`src/rtl/dmem_arb_pkg.sv`:
```
// rtl/dmem_arb_pkg.sv - shared types and constants for the data-memory arbiter
package dmem_arb_pkg;

  localparam int NUM_PORTS = 2;

  typedef enum logic {
    IDLE   = 1'b0,
    ACCESS = 1'b1
  } arb_state_t;

  typedef logic [0:0] port_idx_t;

endpackage

```
`src/rtl/dmem_arbiter_if.sv`:
```
// rtl/dmem_arbiter_if.sv - requester-side bus of the data-memory arbiter
interface dmem_arbiter_if #(
  parameter int ADDR_W = 8,
  parameter int DATA_W = 8
);
  import dmem_arb_pkg::*;

  logic [NUM_PORTS-1:0] req_i;
  logic [NUM_PORTS-1:0] we_i;
  logic [NUM_PORTS-1:0] lock_i;
  logic [ADDR_W-1:0]    addr0_i;
  logic [ADDR_W-1:0]    addr1_i;
  logic [DATA_W-1:0]    wdata0_i;
  logic [DATA_W-1:0]    wdata1_i;
  logic [NUM_PORTS-1:0] gnt_o;
  logic [NUM_PORTS-1:0] rvalid_o;
  logic [DATA_W-1:0]    rdata_o;

  modport master (
    output req_i, we_i, lock_i, addr0_i, addr1_i, wdata0_i, wdata1_i,
    input  gnt_o, rvalid_o, rdata_o
  );

  modport slave (
    input  req_i, we_i, lock_i, addr0_i, addr1_i, wdata0_i, wdata1_i,
    output gnt_o, rvalid_o, rdata_o
  );

endinterface

```
`src/rtl/dmem_arb_pick.sv`:
```
// rtl/dmem_arb_pick.sv - winner selection; DMEM_ARB_ROUND_ROBIN_EN selects round robin, else fixed priority
module dmem_arb_pick
  import dmem_arb_pkg::*;
(
  input  logic [NUM_PORTS-1:0] req,
  input  port_idx_t            last_owner,
  output port_idx_t            winner
);

  // With no request the result is never latched; holding last_owner keeps it stable.
  always_comb begin
    winner = last_owner;
    if (req[0] && req[1]) begin
`ifdef DMEM_ARB_ROUND_ROBIN_EN
      winner = ~last_owner;
`else
      winner = 1'b0;
`endif
    end else if (req[0]) begin
      winner = 1'b0;
    end else if (req[1]) begin
      winner = 1'b1;
    end
  end

endmodule

```
`src/rtl/dmem_arbiter.sv`:
```
// rtl/dmem_arbiter.sv - two-port request/grant arbiter for the single-port data memory
// Build option DMEM_ARB_ROUND_ROBIN_EN: round-robin on contention instead of port-0 priority.
module dmem_arbiter
  import dmem_arb_pkg::*;
#(
  parameter int ADDR_W = 8,
  parameter int DATA_W = 8
) (
  input  logic              clk,
  input  logic              rst_n,
  dmem_arbiter_if.slave     bus,
  output logic              mem_wr_o,
  output logic [ADDR_W-1:0] mem_addr_o,
  output logic [DATA_W-1:0] mem_wdata_o,
  input  logic [DATA_W-1:0] mem_rdata_i
);

  arb_state_t           state, state_d;
  port_idx_t            owner, owner_d;
  port_idx_t            last_owner;
  port_idx_t            winner;
  logic [DATA_W-1:0]    rdata;
  logic [NUM_PORTS-1:0] rvalid;
  logic [NUM_PORTS-1:0] gnt;
  logic                 access;

  dmem_arb_pick u_pick (
    .req        (bus.req_i),
    .last_owner (last_owner),
    .winner     (winner)
  );

  always_ff @(posedge clk or negedge rst_n) begin
    if (!rst_n) begin
      state      <= IDLE;
      owner      <= 1'b0;
      last_owner <= 1'b1;
      rdata      <= '0;
      rvalid     <= '0;
    end else begin
      state  <= state_d;
      owner  <= owner_d;
      rvalid <= '0;
      if (state == ACCESS) begin
        last_owner <= owner;
      end
      if (access && !mem_wr_o) begin
        rdata         <= mem_rdata_i;
        rvalid[owner] <= 1'b1;
      end
    end
  end

  // A dropped request in ACCESS is a protocol violation: no memory op, back to IDLE.
  always_comb begin
    state_d     = state;
    owner_d     = owner;
    gnt         = '0;
    access      = 1'b0;
    mem_wr_o    = 1'b0;
    mem_addr_o  = '0;
    mem_wdata_o = '0;
    case (state)
      IDLE: begin
        if (|bus.req_i) begin
          state_d = ACCESS;
          owner_d = winner;
        end
      end
      ACCESS: begin
        if (bus.req_i[owner]) begin
          access      = 1'b1;
          gnt[owner]  = 1'b1;
          mem_wr_o    = bus.we_i[owner];
          mem_addr_o  = owner ? bus.addr1_i : bus.addr0_i;
          mem_wdata_o = owner ? bus.wdata1_i : bus.wdata0_i;
        end
        if (!(bus.req_i[owner] && bus.lock_i[owner])) begin
          state_d = IDLE;
        end
      end
    endcase
  end

  assign bus.gnt_o    = gnt;
  assign bus.rvalid_o = rvalid;
  assign bus.rdata_o  = rdata;

endmodule

```
`src/flat_wrapper.sv`:
```
// flat-port wrapper written by rule: the top's interface ports become plain ports
module dmem_arbiter_flat import dmem_arb_pkg::*;
#(
  parameter int ADDR_W = 8,
  parameter int DATA_W = 8
)
  (clk, rst_n, mem_wr_o, mem_addr_o, mem_wdata_o, mem_rdata_i, bus_req_i, bus_we_i, bus_lock_i, bus_addr0_i, bus_addr1_i, bus_wdata0_i, bus_wdata1_i, bus_gnt_o, bus_rvalid_o, bus_rdata_o);
  dmem_arbiter_if #(.ADDR_W(ADDR_W), .DATA_W(DATA_W)) bus_i ();
  input  logic clk;
  input  logic rst_n;
  output logic mem_wr_o;
  output logic [ADDR_W-1:0] mem_addr_o;
  output logic [DATA_W-1:0] mem_wdata_o;
  input  logic [DATA_W-1:0] mem_rdata_i;
  input wire logic [$bits(bus_i.req_i)-1:0] bus_req_i;
  input wire logic [$bits(bus_i.we_i)-1:0] bus_we_i;
  input wire logic [$bits(bus_i.lock_i)-1:0] bus_lock_i;
  input wire logic [$bits(bus_i.addr0_i)-1:0] bus_addr0_i;
  input wire logic [$bits(bus_i.addr1_i)-1:0] bus_addr1_i;
  input wire logic [$bits(bus_i.wdata0_i)-1:0] bus_wdata0_i;
  input wire logic [$bits(bus_i.wdata1_i)-1:0] bus_wdata1_i;
  output wire logic [$bits(bus_i.gnt_o)-1:0] bus_gnt_o;
  output wire logic [$bits(bus_i.rvalid_o)-1:0] bus_rvalid_o;
  output wire logic [$bits(bus_i.rdata_o)-1:0] bus_rdata_o;
  assign bus_i.req_i = bus_req_i;
  assign bus_i.we_i = bus_we_i;
  assign bus_i.lock_i = bus_lock_i;
  assign bus_i.addr0_i = bus_addr0_i;
  assign bus_i.addr1_i = bus_addr1_i;
  assign bus_i.wdata0_i = bus_wdata0_i;
  assign bus_i.wdata1_i = bus_wdata1_i;
  assign bus_gnt_o = bus_i.gnt_o;
  assign bus_rvalid_o = bus_i.rvalid_o;
  assign bus_rdata_o = bus_i.rdata_o;
  dmem_arbiter #(.ADDR_W(ADDR_W), .DATA_W(DATA_W)) u_core (.clk(clk), .rst_n(rst_n), .bus(bus_i), .mem_wr_o(mem_wr_o), .mem_addr_o(mem_addr_o), .mem_wdata_o(mem_wdata_o), .mem_rdata_i(mem_rdata_i));
endmodule
```
`config.mk`:
```
export PLATFORM = sky130hd
export DESIGN_NAME = dmem_arbiter_flat
export DESIGN_NICKNAME = d
export VERILOG_FILES = /design/src/rtl/dmem_arb_pkg.sv /design/src/rtl/dmem_arbiter_if.sv /design/src/rtl/dmem_arb_pick.sv /design/src/rtl/dmem_arbiter.sv /design/src/flat_wrapper.sv
export SDC_FILE = /design/constraint.sdc
export NUM_CORES = 1
export LEC_CHECK = 0
export BUFFER_PORTS_ARGS = -buffer_cell sky130_fd_sc_hd__buf_2
export CAP_MARGIN = 5
export CELL_PAD_IN_SITES_DETAIL_PLACEMENT = 0
export CELL_PAD_IN_SITES_GLOBAL_PLACEMENT = 2
export CORE_MARGIN = 8
export CORE_UTILIZATION = 17
export DETAILED_ROUTE_END_ITERATION = 8
export PLACE_DENSITY_LB_ADDON = 0.2
export SLEW_MARGIN = 0
export SYNTH_ARGS = -nofsm -noshare
export SYNTH_HDL_FRONTEND = slang
export SYNTH_SLANG_ARGS = --single-unit
```
`constraint.sdc`:
```
create_clock -name clk -period 2.1 [get_ports clk]
set_clock_uncertainty 0.1 [all_clocks]
set_input_delay 0.105 -clock clk [delete_from_list [all_inputs] [get_ports clk]]
set_output_delay 0.105 -clock clk [all_outputs]
set_load 0.03 [all_outputs]
```
==> results.ini, run 1 <==
[status]
status = complete, no violations

[logic_synthesis]
synth_cells = 74
yosys_warnings = 0
ys_seq_area_share_pct = 39.5
synthArstFlopShare_pct = 100
syn_area_um2 = 759
synthDistinctLibCells = 20
synthFlopType = dfrtp_1
syn_avg_cell_area_um2 = 10.3
synth_seq_cells = 12
synth-edff-count = 0
synth_nets = 122

[routing]
dr.pass1.iters = 4
drcViolationCount = 0
ant_nets = 0
drt_iter0_drc = 7
routedWlPerCell_um = 13.0
wl_um = 2700
vias = 838
vias_per_cell = 4.05

[worst_setup_path]
worstPathCellList = dlygate4sd3_1, buf_2, or3b_4, a21oi_4, mux2_2
crit_arrival_ps = 1860
critPathTopFamily = buffers and inverters
critical_path_buf_inv_count = 2
rrSetupSlack_ps = 330
critical_path_required_ps = 2110
crit_type = in2reg
crit_path_start_kind = input port
worstPathMaxFanout = 8
cpMaxStageDelayCell = dlygate4sd3_1
cpPeakStageDelay_ps = 540
cp-end-kind = flop

[power]
pwr-share-seq_pct = 23.2
power_density_nw_per_um2 = 1340
power.switching_uw = 857
swShare_pct = 49.8
p_int_uw = 863
comb_power_share_pct = 65.2
power_frac_clock_pct = 11.5
vdd_drop_max_v = 0.000358
leakage_uw = 0.000709

[sta]
max_freq_mhz = 541
tns_ps = 0
slew_viol_final = 0
final-hold-violation-count = 0
finalSetupViolations = 0
relSlewSlack_pct = 66.5
rsz0062_at_grt = false
worstMarginPinSlew_ps = 500
fin_crit_ps = 1850
finalCritPeriodShare_pct = 88.0

[placement]
numPortBuffers = 76
dpl.hpwl_um = 2330
routabilityCongestion = 0.696

[global_route]
grt_max_degree = 20
grt_first_pass_wirelength_um = 4220
gr-total-overflow = 0
antenna_found_initial = 0
grt_usage_pct = 7.28
grt_pass1_vias = 938

[floorplanning]
die-area_um2 = 6860
core_um2 = 4320
fp.dieW_um = 82.8
rows = 24
start_util_pct = 17.6
ios = 77
die-height_um = 82.8

[finish]
drive_above_1_share_pct = 58.7
final_common_cell = buf_2
layout_common_cells = buf_2 (76), nor2_1 (18), mux2i_1 (17), dfrtp_1 (12), mux2_2 (8)
area_growth_pct = 69.5
post-route-util_pct = 29.8
n_antenna_cell = 0
fin_nets = 205

[clock_network]
root_buffer = clkbuf_8
max-clock-path-buffers = 2
cts_tree = done
clkTransAtPathRegs_ps = 50
clk_latency_ps = 230
clock-sinks = 12
cts-htree-levels = 1
cts_inserted_buffers = 3

[flow_run]
maxCapViolations = 0

[min_path]
min_path_type = in2reg

## worst register-to-register path, cell delays in order (launching register included)
cell and delay [ps]:
dfrtp_1 440, or3b_4 430, a21oi_4 300, mux2_2 380
## routing by layer
| metal | track usage (%) | share of wire [%] |
|---|---|---|
| met5 | 0 | 0 |
| met4 | 2.40 | 0 |
| met3 | 4.79 | 13 |
| met2 | 11.0 | 44 |
| met1 | 8.01 | 43 |
## power groups by stage
| stage | logic [uW] | registers (uW) | clock network (uW) |
|---|---|---|---|
| after CTS | 1140 | 398 | 207 |
| after floorplan | 665 | 561 | 0 |
| after detailed placement | 1130 | 400 | 0 |
| final | 1120 | 400 | 198 |
| after global placement | 1120 | 398 | 0 |
| after global routing | 1210 | 416 | 220 |
## kinds of logic (layout without fill, tap and decap cells)
kind of cell           count (synthesis)  count (layout)  synth area share [%]
flip-flops                            12              12                  39.5
buffers and inverters                  5              86                  3.62
AND/OR/NAND/NOR                       26              26                  16.3
AO/OA/AOI/OAI                          6               6                  6.26
multiplexers                          25              25                  34.3
## final cells by class
class	instances	area, um^2
Tap cell	52	65.1
Fill cell	479	3040
Clock buffer	3	41.3
Multi-Input combinational cell	57	439
Sequential cell	12	300
Inverter	1	3.75
Timing Repair Buffer	82	438
## registers in the layout, indices dropped and copies added (netlist names)
register and flops:
u_core.state 1, u_core.bus.rvalid_o 2, u_core.owner 1, u_core.bus.rdata_o 8
## synthesized netlist by cell type, types with 2 or more instances
master,number,area (um^2)
mux2_2,8,90.1
dfrtp_1,12,300
mux2i_1,17,170
a21oi_1,2,10.0
nor2_1,18,67.6
clkbuf_1,2,7.51
and2_1,2,12.5
## through the flow
stage | total power [uW] | setup WS (ps) | std cells | instance area (um^2) | hold slack, ps
6_report | 1720 | 252 | 207 | 1290 | 7.12
5_1_grt | 1850 | 156 | 207 | 1290 | 7.69
4_1_cts | 1740 | 53.6 | 207 | 1280 | 5.99
3_5_place_dp | 1530 | 334 | 199 | 1190 | -101
3_3_place_gp | 1520 | 366 | 199 | 1190 | -102
2_1_floorplan | 1230 | 398 | 74 | 759 | -291
## worst paths after layout
kind	start	end	cells past startpoint
setup / recovery	bus_we_i[0]	u_core.bus.rdata_o[5]$_DFFE_PN0P_	5
hold / removal	mem_rdata_i[7]	u_core.bus.rdata_o[7]$_DFFE_PN0P_	2
setup reg to reg	u_core.owner$_DFFE_PN0P_	u_core.bus.rdata_o[5]$_DFFE_PN0P_	3
hold reg to reg	u_core.bus.rdata_o[3]$_DFFE_PN0P_	u_core.bus.rdata_o[3]$_DFFE_PN0P_	1
max in group asynchronous	rst_n	u_core.bus.rdata_o[6]$_DFFE_PN0P_	2
min in group asynchronous	rst_n	u_core.bus.rdata_o[3]$_DFFE_PN0P_	2
## repair_timing
action | 4_1_cts | 5_1_grt
resized for setup | 0 | 1
endpoints found under the setup margin | 0 | 17
hold buffers | 5 | 0
hold endpoints to repair | 16 | 0
setup buffers | 0 | 0
Note: power is estimated with default switching activity, not from simulation.
==> run 2: changes to the inputs <==
- ABC_CLOCK_PERIOD_IN_PS: not set -> 2100
- CORE_UTILIZATION: 17 -> 20
- SYNTH_HIERARCHICAL: not set -> 1
==> results.ini, run 2 <==
[routing]
ant_nets = 0  ; unchanged
wl_um = 2770  ; +2.8%
drcViolationCount = 0  ; unchanged
vias_per_cell = 3.92  ; -3.1%
routedWlPerCell_um = 13.1  ; +0.36%
drt_iter0_drc = 21  ; +14
dr.pass1.iters = 2  ; -2
vias = 832  ; -0.72%

[global_route]
grt_first_pass_wirelength_um = 4170  ; -0.97%
grt_usage_pct = 7.94  ; +0.65 points
gr-total-overflow = 0  ; unchanged
grt_pass1_vias = 950  ; +1.3%
grt_max_degree = 18  ; -10%
antenna_found_initial = 0  ; unchanged

[floorplanning]
die-area_um2 = 6790  ; -1.0%
die-height_um = 82.4  ; -0.52%
rows = 24  ; unchanged
ios = 77  ; unchanged
core_um2 = 4290  ; -0.69%
start_util_pct = 20.5  ; +3.0 points
fp.dieW_um = 82.4  ; -0.52%

[sta]
finalSetupViolations = 0  ; unchanged
relSlewSlack_pct = 69.4  ; +2.9 points
slew_viol_final = 0  ; unchanged
fin_crit_ps = 1820  ; -29.9 ps
max_freq_mhz = 550  ; +1.6%
setup_ws_ps = 282  ; +29.9 ps
finalCritPeriodShare_pct = 86.6  ; -1.4 points
rsz0062_at_grt = false
tns_ps = 0  ; unchanged
worstMarginPinSlew_ps = 457  ; -42.9 ps
final-hold-violation-count = 0  ; unchanged

[power]
power_density_nw_per_um2 = 1270  ; -4.9%
p_total_uw = 1820  ; +6.0%
swShare_pct = 46.9  ; -2.9 points
power_frac_clock_pct = 11.7  ; +0.2 points
comb_power_share_pct = 63.2  ; -2.0 points
p_int_uw = 968  ; +12%
vdd_drop_max_v = 0.000312  ; -13%
leakage_uw = 0.000798  ; +13%
pwr-share-seq_pct = 25.1  ; +1.9 points
power.switching_uw = 855  ; -0.21%

[logic_synthesis]
synth_nets = 123  ; +0.82%
ys_seq_area_share_pct = 37.0  ; -2.5 points
synthArstFlopShare_pct = 100  ; unchanged
synthTopCellsByCount = mux2i_1 (17), nor2_1 (17), dfrtp_1 (12)
syn_area_um2 = 882  ; +16%
yosys-top-cells-area = dfrtp_1 (34%), mux2i_1 (19%), mux2_4 (14%)
synthDistinctLibCells = 21  ; +5.0%
syn_avg_cell_area_um2 = 11.8  ; +15%
synth_cells = 75  ; +1.4%
synth_seq_cells = 13  ; +1
synth-edff-count = 0  ; unchanged
synthFlopType = dfrtp_1
yosys_warnings = 6  ; +6
yosysTopAreaCell = dfrtp_1
synth_top_area_share_pct = 34.0  ; -5.5 points

[clock_network]
cts-htree-levels = 1  ; unchanged
clock-sinks = 13  ; +1
cts_tree = done
clk_latency_ps = 240  ; about the same
max-clock-path-buffers = 2  ; unchanged
cts_inserted_buffers = 3  ; unchanged
root_buffer = clkbuf_8
clkTransAtPathRegs_ps = 50  ; about the same

[flow_run]
maxCapViolations = 0  ; unchanged

[placement]
numPortBuffers = 76  ; unchanged
dpl_cell_area_um2 = 1310  ; +10%
place_ws_ps = 524  ; +190 ps
routabilityCongestion = 0.657  ; -5.5%

[finish]
n_antenna_cell = 0  ; unchanged
largest_register_ffs = 8  ; unchanged
post-route-util_pct = 33.4  ; +3.6 points
final_common_cell = buf_2
fin_nets = 209  ; +2.0%
postLayoutCellArea_um2 = 1440  ; +11%
drive_above_1_share_pct = 61.3  ; +2.5 points
layout_common_cells = buf_2 (76), mux2i_1 (17), nor2_1 (17), dfrtp_1 (12)
area_growth_pct = 62.7

[status]
status = complete, no violations

[worst_setup_path]
crit_arrival_ps = 1610  ; -250 ps
crit_path_start_kind = flop
cp-end-kind = output pin
worstPathMaxFanout = 17  ; +9
critical_path_required_ps = 1890  ; -220 ps
crit_type = reg2out

[min_path]
min_path_type = in2reg

## run 2: changes by cell type in the layout (fill, tap and decap cells not counted), moves of 2 or more
| cell | change |
|---|---|
| mux2_4 | +8 |
| mux2_2 | -6 |
| dlygate4sd3_1 | +3 |
| a21oi_1 | -2 |
## run 2: cell type report
type	count	area (um^2)
multi-input combinational	56	523
clock buffer	4	45.0
timing repair buffer	85	468
fill	451	2860
inverter	2	7.51
tap	52	65.1
sequential	13	327
## run 2: critical path: stages, from the launching register on
cell and delay [ps]:
dfrtp_1 470, and2_1 220, o21ai_4 390, nor2_1 100, buf_2 190
## run 2: kinds of logic (layout without fill, tap and decap cells)
group	Yosys count	count (layout)	share of synthesized area, %
AOI/OAI and AO/OA	4	4	4.68
buffers and inverters	6	91	3.69
DFF	13	13	37.0
muxes	27	27	35.5
and+or+nand+nor	25	25	19.1
## run 2: per-layer routing
layer / up-vias / part of all wire, % / track usage (%)
met2: 47 / 49 / 13.2
met4: 0 / 1.2 / 4.21
met1: 354 / 37 / 8.08
met5: - / 0 / 0
met3: 2 / 14 / 3.79
li1: 429 / - / -
## run 2: power groups by stage
stage          Sequential, uW  Clock (uW)  Combinational (uW)
3_5_place_dp              464           0                1160
4_1_cts                   461         224                1170
6_report                  458         214                1150
3_3_place_gp              455           0                1160
2_1_floorplan             608           0                 720
5_1_grt                   477         238                1230
## run 2: stage by stage
stage                     hold WS (ps)  std cells
after global routing              11.8        212
after global placement           -95.0        200
after detailed placement         -93.2        200
after CTS                        0.581        212
after floorplan                   -291         75
final                             5.94        212
## run 2: timing repair
item,CTS,global route
hold endpoints to repair,20,0
gates resized for setup,0,0
setup buffers,0,0
hold buffers,8,0
## run 2: final timing paths
kind                                                   start                                end  slack [ps]  cells after the start
max                                 u_core/owner$_DFFE_PN0P_                     mem_wdata_o[2]         280                      4
min                                           mem_rdata_i[4]  u_core/bus.rdata_o[4]$_DFFE_PN0P_           6                      2
max reg2reg                         u_core/owner$_DFFE_PN0P_  u_core/bus.rdata_o[1]$_DFFE_PN0P_         630                      3
min reg2reg                u_core/bus.rdata_o[4]$_DFFE_PN0P_  u_core/bus.rdata_o[4]$_DFFE_PN0P_         400                      1
max in group asynchronous                              rst_n      u_core/last_owner$_DFFE_PN1P_        1440                      2
min in group asynchronous                              rst_n  u_core/bus.rdata_o[3]$_DFFE_PN0P_         190                      2
